--- src/rtl/uart_link_pkg.sv ---
// Shared types and constants for the UART link transmitter and receiver.
// Frame layout: one start bit, DATA_BITS data bits LSB first, one stop bit.
package uart_link_pkg;

    typedef enum logic [1:0] {
        IDLE  = 2'd0,
        START = 2'd1,
        DATA  = 2'd2,
        STOP  = 2'd3
    } uart_state_e;

    localparam int   DFLT_DATA_BITS = 8;
    localparam int   FRAME_BITS     = DFLT_DATA_BITS + 2;
    localparam logic IDLE_LEVEL     = 1'b1;

endpackage

--- src/rtl/uart_baud_tick.sv ---
// Bit-period counter: counts 0..CLKS_PER_BIT-1 while enabled, held at 0 otherwise.
// Ports: clock, reset (sync, high), enable in; bit_end out on the last cycle of a bit.
module uart_baud_tick #(
    parameter int CLKS_PER_BIT = 868
) (
    input  logic clock,
    input  logic reset,
    input  logic enable,
    output logic bit_end
);

    localparam int CW = (CLKS_PER_BIT > 1) ? $clog2(CLKS_PER_BIT) : 1;
    localparam logic [CW-1:0] LAST = CW'(CLKS_PER_BIT - 1);

    logic [CW-1:0] count_q;
    logic [CW-1:0] count_d;

    assign bit_end = enable && (count_q == LAST);

    always_comb begin
        count_d = count_q + CW'(1);
        if (!enable || bit_end) begin
            count_d = '0;
        end
    end

    always_ff @(posedge clock) begin
        if (reset) begin
            count_q <= '0;
        end else begin
            count_q <= count_d;
        end
    end

endmodule

--- src/rtl/uart_link_tx.sv ---
// 8N1 serial transmitter behind a level transmit/busy handshake.
// Ports: clock, reset, data_in, transmit in; busy, tx, done out.
module uart_link_tx
    import uart_link_pkg::*;
#(
    parameter int CLKS_PER_BIT = 868,
    parameter int DATA_BITS    = 8
) (
    input  logic                 clock,
    input  logic                 reset,
    input  logic [DATA_BITS-1:0] data_in,
    input  logic                 transmit,
    output logic                 busy,
    output logic                 tx,
    output logic                 done
);

    localparam int IW = (DATA_BITS > 1) ? $clog2(DATA_BITS) : 1;
    localparam logic [IW-1:0] LAST_IDX = IW'(DATA_BITS - 1);

    uart_state_e          state_q, state_d;
    logic                 armed_q, armed_d;
    logic [DATA_BITS-1:0] shift_q, shift_d;
    logic [IW-1:0]        idx_q, idx_d;
    logic                 tx_q, tx_d;
    logic                 bit_end;
    logic                 accept;

    uart_baud_tick #(
        .CLKS_PER_BIT(CLKS_PER_BIT)
    ) u_baud (
        .clock  (clock),
        .reset  (reset),
        .enable (state_q != IDLE),
        .bit_end(bit_end)
    );

    // armed only re-arms once transmit has been seen low, so a request
    // still held high after a frame cannot start another one.
    assign accept = (state_q == IDLE) && transmit && armed_q && !reset;
    assign busy   = !reset && ((state_q != IDLE) || accept);
    assign done   = !reset && (state_q == STOP) && bit_end;
    assign tx     = tx_q;

    always_comb begin
        state_d = state_q;
        shift_d = shift_q;
        idx_d   = idx_q;
        armed_d = armed_q;
        tx_d    = IDLE_LEVEL;

        if (accept) begin
            armed_d = 1'b0;
        end else if (!transmit) begin
            armed_d = 1'b1;
        end

        unique case (state_q)
            IDLE: begin
                if (accept) begin
                    shift_d = data_in;
                    state_d = START;
                end
            end
            START: begin
                if (bit_end) begin
                    idx_d   = '0;
                    state_d = DATA;
                end
            end
            DATA: begin
                if (bit_end) begin
                    shift_d = shift_q >> 1;
                    idx_d   = idx_q + IW'(1);
                    if (idx_q == LAST_IDX) begin
                        state_d = STOP;
                    end
                end
            end
            STOP: begin
                if (bit_end) begin
                    state_d = IDLE;
                end
            end
            default: state_d = IDLE;
        endcase

        // Line level follows the next state so tx changes on the same
        // edge as the state it belongs to.
        unique case (state_d)
            IDLE:    tx_d = IDLE_LEVEL;
            START:   tx_d = ~IDLE_LEVEL;
            DATA:    tx_d = shift_d[0];
            STOP:    tx_d = IDLE_LEVEL;
            default: tx_d = IDLE_LEVEL;
        endcase
    end

    always_ff @(posedge clock) begin
        if (reset) begin
            state_q <= IDLE;
            armed_q <= 1'b0;
            shift_q <= '0;
            idx_q   <= '0;
            tx_q    <= IDLE_LEVEL;
        end else begin
            state_q <= state_d;
            armed_q <= armed_d;
            shift_q <= shift_d;
            idx_q   <= idx_d;
            tx_q    <= tx_d;
        end
    end

endmodule
--- config.mk ---
export PLATFORM = sky130hd
export DESIGN_NAME = uart_link_tx
export DESIGN_NICKNAME = d
export VERILOG_FILES = /design/src/rtl/uart_link_pkg.sv /design/src/rtl/uart_baud_tick.sv /design/src/rtl/uart_link_tx.sv
export SDC_FILE = /design/constraint.sdc
export NUM_CORES = 1
export LEC_CHECK = 0
export BUFFER_PORTS_ARGS = -buffer_cell sky130_fd_sc_hd__buf_2
export CAP_MARGIN = 0
export CORE_UTILIZATION = 35
export CTS_BUF_LIST = sky130_fd_sc_hd__clkbuf_2
export CTS_CLUSTER_DIAMETER = 200
export DETAILED_ROUTE_END_ITERATION = 10
export PLACE_DENSITY = 0.64
export SLEW_MARGIN = 5
export SYNTH_ARGS = -nofsm -noshare
export SYNTH_HDL_FRONTEND = slang
export SYNTH_SLANG_ARGS = --single-unit
export TNS_END_PERCENT = 20
--- constraint.sdc ---
create_clock -name clock -period 1.4 [get_ports clock]
set_input_delay 0.14 -clock clock [delete_from_list [all_inputs] [get_ports clock]]
set_output_delay 0.14 -clock clock [all_outputs]
set_load 0.02 [all_outputs]
### After elaboration in Yosys (flattened, before gate mapping)

Index checks and enable logic that the tools add are counted.

| operators by class | value |
|---|---|
| add/sub/neg operators | 2 |
| multiply operators | 0 |
| divide/modulo/power cells | 0 |
| $lt $le $gt $ge | 0 |
| equal/unequal tests | 11 |
| shift-type cells | 0 |
| mux-type cells | 13 |
| bitwise gates (word level) | 0 |
| reduce and logical (&&, ||, !) cells | 21 |

Operators by type and width:

| operator | number |
|---|---|
| 8-bit 2-to-1 mux | 2 |
| 8-bit one-hot mux with 2 select lines | 1 |
| 10-bit by 1-bit adder with 10-bit output (second input constant) | 1 |
| 10-bit == test (second input constant) | 1 |
| 2-bit 2-to-1 mux | 5 |
| 2-bit == test (second input constant) | 4 |
| 2-bit one-hot mux with 4 select lines | 1 |
| 1-bit logical AND | 7 |
| 3-bit 2-to-1 mux | 2 |
| 2-bit != test (second input constant) | 3 |
| 3-bit one-hot mux with 2 select lines | 1 |
| 3-bit AND reduction | 2 |
| 2-bit nonzero test | 3 |
| 2-bit OR reduction | 3 |
| 2-bit by 1-bit == test with 1-bit output (second input constant) | 2 |
| 2-bit zero test | 2 |
| 3-bit by 1-bit adder with 3-bit output (second input constant) | 1 |
| 3-bit == test (second input constant) | 1 |
| 1-bit one-hot mux with 3 select lines | 1 |
| 1-bit zero test | 2 |
| 1-bit logical OR | 2 |

| storage, ports and cells | value |
|---|---|
| bits in registers | 25 |
| bits in latches | 0 |
| memory bits (writable) | 0 |
| bits in read-only memories | 0 |
| input port bits | 11 |
| output and inout bits | 3 |
| word-level logic and storage cells | 54 |
| memories | 0 |

### Depth between registers and ports, before layout

Gate-level depths: netlist (run 1).

| logic depth | value |
|---|---|
| depth after elaboration | 9 |
| mapped depth | 6 |
| gate-level depth less buffers | 5 |

### Hierarchy

A second synthesis (run 1) with hierarchy kept.

| second synthesis, totals | value |
|---|---|
| cell total of the unflattened synthesis | 144 |
| area total of the unflattened synthesis | 1,247.4 µm² |

Modules (own cells, without submodules):

| module | instances | cells each | area an instance (µm²) | seq. area each (µm²) |
|---|---|---|---|---|
| uart_link_tx | 1 | 88 | 779.5 | 300.3 |
| uart_baud_tick | 1 | 56 | 467.9 | 200.2 |

### Worst setup path before layout (run 1)

OpenSTA, ideal clock, no wires.

| timing path | value |
|---|---|
| kind | register to output |
| start point | register u_baud.count_q[0] |
| end point | output port done |
| arrival time | 1.426 ns |
| required time | 1.260 ns |
| setup slack | -0.166 ns |
| stages on the path, launching flop included | 5 |
| buffers on the path | 0 |
| cells stage by stage | dfxtp_1 -> ha_1 -> and4b_1 -> nand3_2 -> nor3_1 |

| between the ends | value |
|---|---|
| word-level cells in the longest chain between the ends | 3 |

RTL lines:

| what | line | text |
|---|---|---|
| from (decl) | uart_baud_tick.sv:15 | `logic [CW-1:0] count_q;` |
| from (signal assigned) | uart_baud_tick.sv:31 | `count_q <= count_d;` |
| 10-bit == test | uart_baud_tick.sv:18 | `assign bit_end = enable && (count_q == LAST);` |
| 1-bit logical AND | uart_baud_tick.sv:18 |  |
| 1-bit logical AND | uart_link_tx.sv:42 | `assign done = !reset && (state_q == STOP) && bit_end;` |
| to (decl) | uart_link_tx.sv:15 | `output logic done` |

Every way passes these cells.

### Worst setup path after layout (run 1)

| timing path | value |
|---|---|
| start point | register u_baud.count_q[1] |
| end point | output port done |

The elaborated chain is that of the path after synthesis.

==> results.yml, run 1 <==
timing:
  slew_violations: 0
  setup_viol_count_final: 25
  tightest_slew_ns: 0.316
  finClkSkew_ns: 0.0162
  timing.fmax_ghz: 0.600
  min_period_over_period_pct: 119
  holdWs_ns: 0.0484
  slew_headroom_pct: 78.7
  rsz0062_at_grt: "true"
  tns_ns: -3.42
  period_minus_slack_ns: 1.67
  fin_ws_ns: -0.268
  hold_viol: 0
placed_design:
  dp_hpwl_um: 2030
  port_buffers: 13
  gp_congestion: 0.854
  dp.cells: 209
  placed_area_mm2: 0.00146
route:
  antenna_left: 0
  detail_route.first_pass.iterations: 4
  drc: 0
  wl_per_cell_um: 12.2
  drt_wl_total_um: 2710
  viasPerCell: 5.20
  vias: 1154
  drt_iter0_markers: 81
setup_path:
  r2r_start: "u_baud.count_q[1]"
  cp-endpoint: "done"
  crit_fanout: 3
  cp_cell_sequence: "ha_4, and4b_1, nand3_2, nor3_2, buf_4"
  critical_path_required_ns: 1.26
  rr_worst_depth: 8
  crit_family: "simple AND/OR/NAND/NOR gates"
  path_buf_inv: 1
  critical_path_class: "reg2out"
  slowest_stage: "dfxtp_2"
  start_kind: "flop"
  worst-path-stages: 5
  r2r_end: "shift_q[6]"
  critPathArrivalTime_ns: 1.53
  startpoint: "u_baud.count_q[1]"
  critPathMaxStageDelay_ns: 0.40
  ff2ff_setup_slack_ns: -0.19
  cp-end-kind: "output port"
power:
  p_sw_share_pct: 25.0
  p_switching_uw: 295
  p_leak_nw: 0.580
  powerDensity_mw_per_mm2: 715
  p_comb_share_pct: 12.7
  pwr-share-clk_pct: 24.3
  vdd_drop_max_v: 0.000467
  power.internal_uw: 883
  p_seq_share_pct: 63.0
floorplanning:
  die_h_um: 60.4
  rows: 20
  fp.dieW_um: 60.4
  io_pins: 14
  core_area_mm2: 0.00315
  start_util_pct: 37.9
  dieArea_mm2: 0.00365
synth:
  synth.most_common_cell: "dfxtp_1"
  synthTopCellsByArea: "dfxtp_1, xnor2_1, nand3_1"
  synthSimpleGateAreaFrac_pct: 28.8
  synth_area_leader_cell: "dfxtp_1"
  syn_nets: 152
  ys_ff_latch: 25
  yosys.area_share.adder_pct: 3.14
  yosysSeqAreaShare_pct: 41.9
  synth_ff_type: "dfxtp_1"
  synthTopCellsByCount: "dfxtp_1, nor2_1, nand3_1"
  syn_area_per_cell_um2: 8.66
  async_flop_share_pct: 0
  yosys_warnings: 0
  synth-xor-area-share_pct: 6.60
  synth_edf_count: 0
  netlist.area_leader.share_pct: 41.9
  netlist_area_mm2: 0.00119
  synth_compound_area_share_pct: 14.3
  synth_cell_type_count: 35
  yosys-mux-area-fraction_pct: 0.838
  synth_top_family_by_area: "simple AND/OR/NAND/NOR gates"
  syn_inst: 138
clock_tree:
  cts_buffer_depth: 2
  clock_latency_ns: 0.34
  cts_max_level: 1
  cts_made_buffers: 3
  tritoncts: "built"
  clk_pin_slew_ns: 0.21
  root_buffer: "clkbuf_2"
  clock-sinks: 25
cells_and_area:
  area_growth_syn_to_layout_pct: 37.9
  post-route-util_pct: 52.3
  nFillCells: 305
  drive_gt1_share_pct: 37.6
  antenna_cells: 0
  multi_input_area_um2: 731
  finalNetCount: 193
  seqCellArea_um2: 510
  fin_area_mm2: 0.00165
  final_cells: 222
outcome:
  violations: "negative setup slack"
  run_status: "complete, but fails checks"
min_path:
  hold_class: "in2reg"
global_route:
  grt_pass1_wl_um: 4500
  grt_max_degree: 14
  grt_usage_pct: 16.0
  antenna_found_initial: 0
  grt-ovfl-total: 0
  grt_pass1_vias: 1031
run:
  cap_violations: 0
registers in the layout, indices dropped and copies added (netlist names):
register,cells
armed_q,1
idx_q,3
shift_q,8
state_q,2
tx,1
u_baud.count_q,10
placed cells by master (no fill, tap or decap), types with 3 or more instances in the layout:
cell type / n
buf_4: 27
dfxtp_1: 21
nor2_1: 14
nand3_1: 12
buf_2: 11
nand2_1: 8
xnor2_1: 8
a21oi_1: 8
a22oi_1: 6
inv_1: 5
a31oi_1: 4
clkbuf_2: 4
buf_6: 4
a21oi_2: 3
nor3_1: 3
worst register-to-register path, cell delays in order, from the launching register on:
cell and delay [ns]:
dfxtp_2 0.40, ha_4 0.13, buf_4 0.09, buf_6 0.08
nand4b_1 0.20, nor4_4 0.26, buf_4 0.19, a22oi_1 0.08
a21oi_1 0.12
worst min path at each step:
stage	startpoint	endpoint	slack, ns	depth (start not counted)
2_1_floorplan	data_in[7]	shift_q[7]	0.28	2
3_5_place_dp	data_in[0]	shift_q[0]	0.39	3
5_1_grt	data_in[7]	shift_q[7]	0.01	3
4_1_cts	data_in[7]	shift_q[7]	0.001	3
6_report	data_in[7]	shift_q[7]	0.05	3
3_3_place_gp	data_in[0]	shift_q[0]	0.39	3
timing repair:
item,in CTS,in global routing
setup buffers,7,1
endpoints found under the setup margin,22,26
endpoints found under the hold margin,1,0
pin swaps,19,5
hold buffers,1,0
resized for setup,19,4
power groups by stage:
| stage | clock network (mW) | logic (mW) | registers [mW] |
|---|---|---|---|
| floorplan | 0 | 0.0629 | 0.757 |
| detailed placement | 0 | 0.113 | 0.757 |
| CTS | 0.304 | 0.145 | 0.742 |
| finish | 0.286 | 0.149 | 0.742 |
| global route | 0.328 | 0.161 | 0.745 |
| global placement | 0 | 0.111 | 0.756 |
cell type report:
type,count,share of cell area (%)
multi-input combinational,101,44.3
sequential,25,31.0
timing repair buffer,43,19.0
tap,44,3.34
clock buffer,4,1.21
inverter,5,1.14
metal layers:
metal	GRT usage, %	part of all wire (%)
met1	22.1	48
met2	25.7	49
met3	4.48	3.7
met4	1.95	0
met5	0	0
cell families (layout without fill, tap and decap cells):
| family | after synthesis | in the layout |
|---|---|---|
| xor+xnor | 9 | 9 |
| mux | 1 | 1 |
| compound gates | 28 | 28 |
| simple gates | 60 | 60 |
| flops | 25 | 25 |
| fa+ha+maj | 3 | 3 |
| buf+inv | 12 | 52 |
per-stage QoR:
stage	power, mW	setup WS (ns)
6_report	1.18	-0.268
3_5_place_dp	0.870	-0.101
3_3_place_gp	0.866	-0.0274
2_1_floorplan	0.819	-0.00219
5_1_grt	1.23	-0.373
4_1_cts	1.19	-0.295
Note: power is estimated with default switching activity, not from simulation.
==> run 2, diff against run 1 <==
PLACE_DENSITY = not set   (was 0.64)
PLACE_DENSITY_LB_ADDON = 0.05   (was not set)
clock period = 2 ns   (was 1.4 ns; I/O delays follow)
==> run 2 against run 1 <==
  * The flow now finishes without violations
  * Utilization down 8.7 points
  * Total power decreased by 32%
  * Flip-flop and latch count is the same
  * Sequential power is 30% lower
  * Global-route usage down 0.64 points
  * Largest cell class unchanged
  * Highest routed layer is now met4
==> results.yml, run 2 (same netlist as run 1, synthesis figures left out) <==
outcome:
  run_status: "finished, final reports clean"
setup_path:
  crit_family: "simple AND/OR/NAND/NOR gates"
  critical_path_class: "reg2out"
  cp_cell_sequence: "ha_4, and4b_1, nand3_4, nor3_2, buf_4"
  critPathMaxStageDelay_ns: 0.43
  ff2ff_setup_slack_ns: 0.41
  path_buf_inv: 1
  crit_fanout: 6
  critical_path_required_ns: 1.80
  critPathArrivalTime_ns: 1.66
  start_kind: "flop"
  slowest_stage: "dfxtp_2"
  cp-end-kind: "output port"
power:
  pwr-share-clk_pct: 26.4
  p_switching_uw: 206
  vdd_drop_max_v: 0.000298
  p_seq_share_pct: 65.2
  p_leak_nw: 0.438
  p_comb_share_pct: 8.4
  powerDensity_mw_per_mm2: 582
  p_sw_share_pct: 25.8
  power.internal_uw: 594
floorplanning:
  io_pins: 14
  die_h_um: 60.4
  rows: 20
  core_area_mm2: 0.00315
  fp.dieW_um: 60.4
  start_util_pct: 37.9
  dieArea_mm2: 0.00365
cells_and_area:
  final_cells: 197
  most-common-layout-cells: "dfxtp_1, nor2_1, nand3_1"
  top_register: "u_baud.count_q"
  area_growth_syn_to_layout_pct: 15.0
  top_regs: "u_baud.count_q x10, shift_q x8, idx_q x3"
  drive_gt1_share_pct: 19.0
  finalNetCount: 168
  largest_register_ff_count: 10
  post-route-util_pct: 43.6
  fin_area_mm2: 0.00137
  antenna_cells: 0
  final_common_cell: "dfxtp_1"
global_route:
  grt_pass1_wl_um: 4170
  grt-ovfl-total: 0
  grt_pass1_vias: 874
  grt_max_degree: 20
  grt_usage_pct: 15.3
  antenna_found_initial: 0
placed_design:
  dp.cells: 191
  port_buffers: 13
  gp_congestion: 0.747
  dp_hpwl_um: 1790
  placed_area_mm2: 0.00130
timing:
  setup_viol_count_final: 0
  finClkSkew_ns: 0.00811
  slew_violations: 0
  slew_headroom_pct: 72.6
  hold_viol: 0
  timing.fmax_ghz: 0.536
  min_period_over_period_pct: 93.2
  rsz0062_at_grt: "false"
  tns_ns: 0
  period_minus_slack_ns: 1.86
  tightest_slew_ns: 0.408
clock_tree:
  clock-sinks: 25
  tritoncts: "built"
  clk_pin_slew_ns: 0.25
  cts_max_level: 1
  root_buffer: "clkbuf_2"
  cts_buffer_depth: 2
  cts_made_buffers: 3
  clock_latency_ns: 0.35
route:
  detail_route.first_pass.iterations: 4
  wl_per_cell_um: 12.8
  viasPerCell: 5.05
  antenna_left: 0
  drc: 0
  vias: 995
  drt_wl_total_um: 2530
  drt_iter0_markers: 80
run:
  cap_violations: 0
min_path:
  hold_class: "in2reg"
run 2: metal layers:
layer,global-route usage (%),vias up,part of all wire (%)
met3,2.56,2,2.6
met1,23.8,453,55
met2,21.4,18,42
met5,0,-,0
li1,-,522,-
met4,4.87,0,0.83
run 2: area by class of cell:
class                           instances  area (µm²)
Timing Repair Buffer                   18         110
Multi-Input combinational cell        101         667
Clock buffer                            4        20.0
Inverter                                5        18.8
Fill cell                             348        1780
Tap cell                               44        55.1
Sequential cell                        25         503
run 2: repair_timing:
action,CTS,global route
hold buffers,0,2
hold endpoints to repair,0,2
endpoints found under the setup margin,1,1
gates resized for setup,1,6
gates cloned,0,0
buffers inserted,0,0
run 2: worst min-delay path, cell delays in order:
cell and delay (ns):
buf_2 0.07, a22oi_1 0.06, a21oi_1 0.11
run 2: power groups by stage:
| stage | Clock, mW | Combinational, mW | Sequential, mW |
|---|---|---|---|
| detailed placement | 0 | 0.0638 | 0.530 |
| global placement | 0 | 0.0637 | 0.530 |
| global route | 0.252 | 0.0753 | 0.524 |
| floorplan | 0 | 0.0437 | 0.529 |
| finish | 0.211 | 0.0676 | 0.521 |
| CTS | 0.223 | 0.0642 | 0.521 |
run 2: worst paths after layout:
kind / startpoint / end / depth (start not counted)
hold reg to reg: u_baud.count_q[0] / u_baud.count_q[0] / 1
hold / removal: data_in[4] / shift_q[4] / 3
setup / recovery: u_baud.count_q[0] / done / 5
setup reg to reg: state_q[1] / shift_q[5] / 4
run 2: stage by stage:
| stage | power [mW] | hold WS (ns) | setup WS, ns |
|---|---|---|---|
| 3_5_place_dp | 0.594 | 0.445 | 0.384 |
| 4_1_cts | 0.809 | 0.0154 | 0.00123 |
| 2_1_floorplan | 0.573 | 0.336 | 0.374 |
| 6_report | 0.800 | 0.108 | 0.135 |
| 5_1_grt | 0.852 | 0.0716 | 0.0129 |
| 3_3_place_gp | 0.594 | 0.446 | 0.419 |
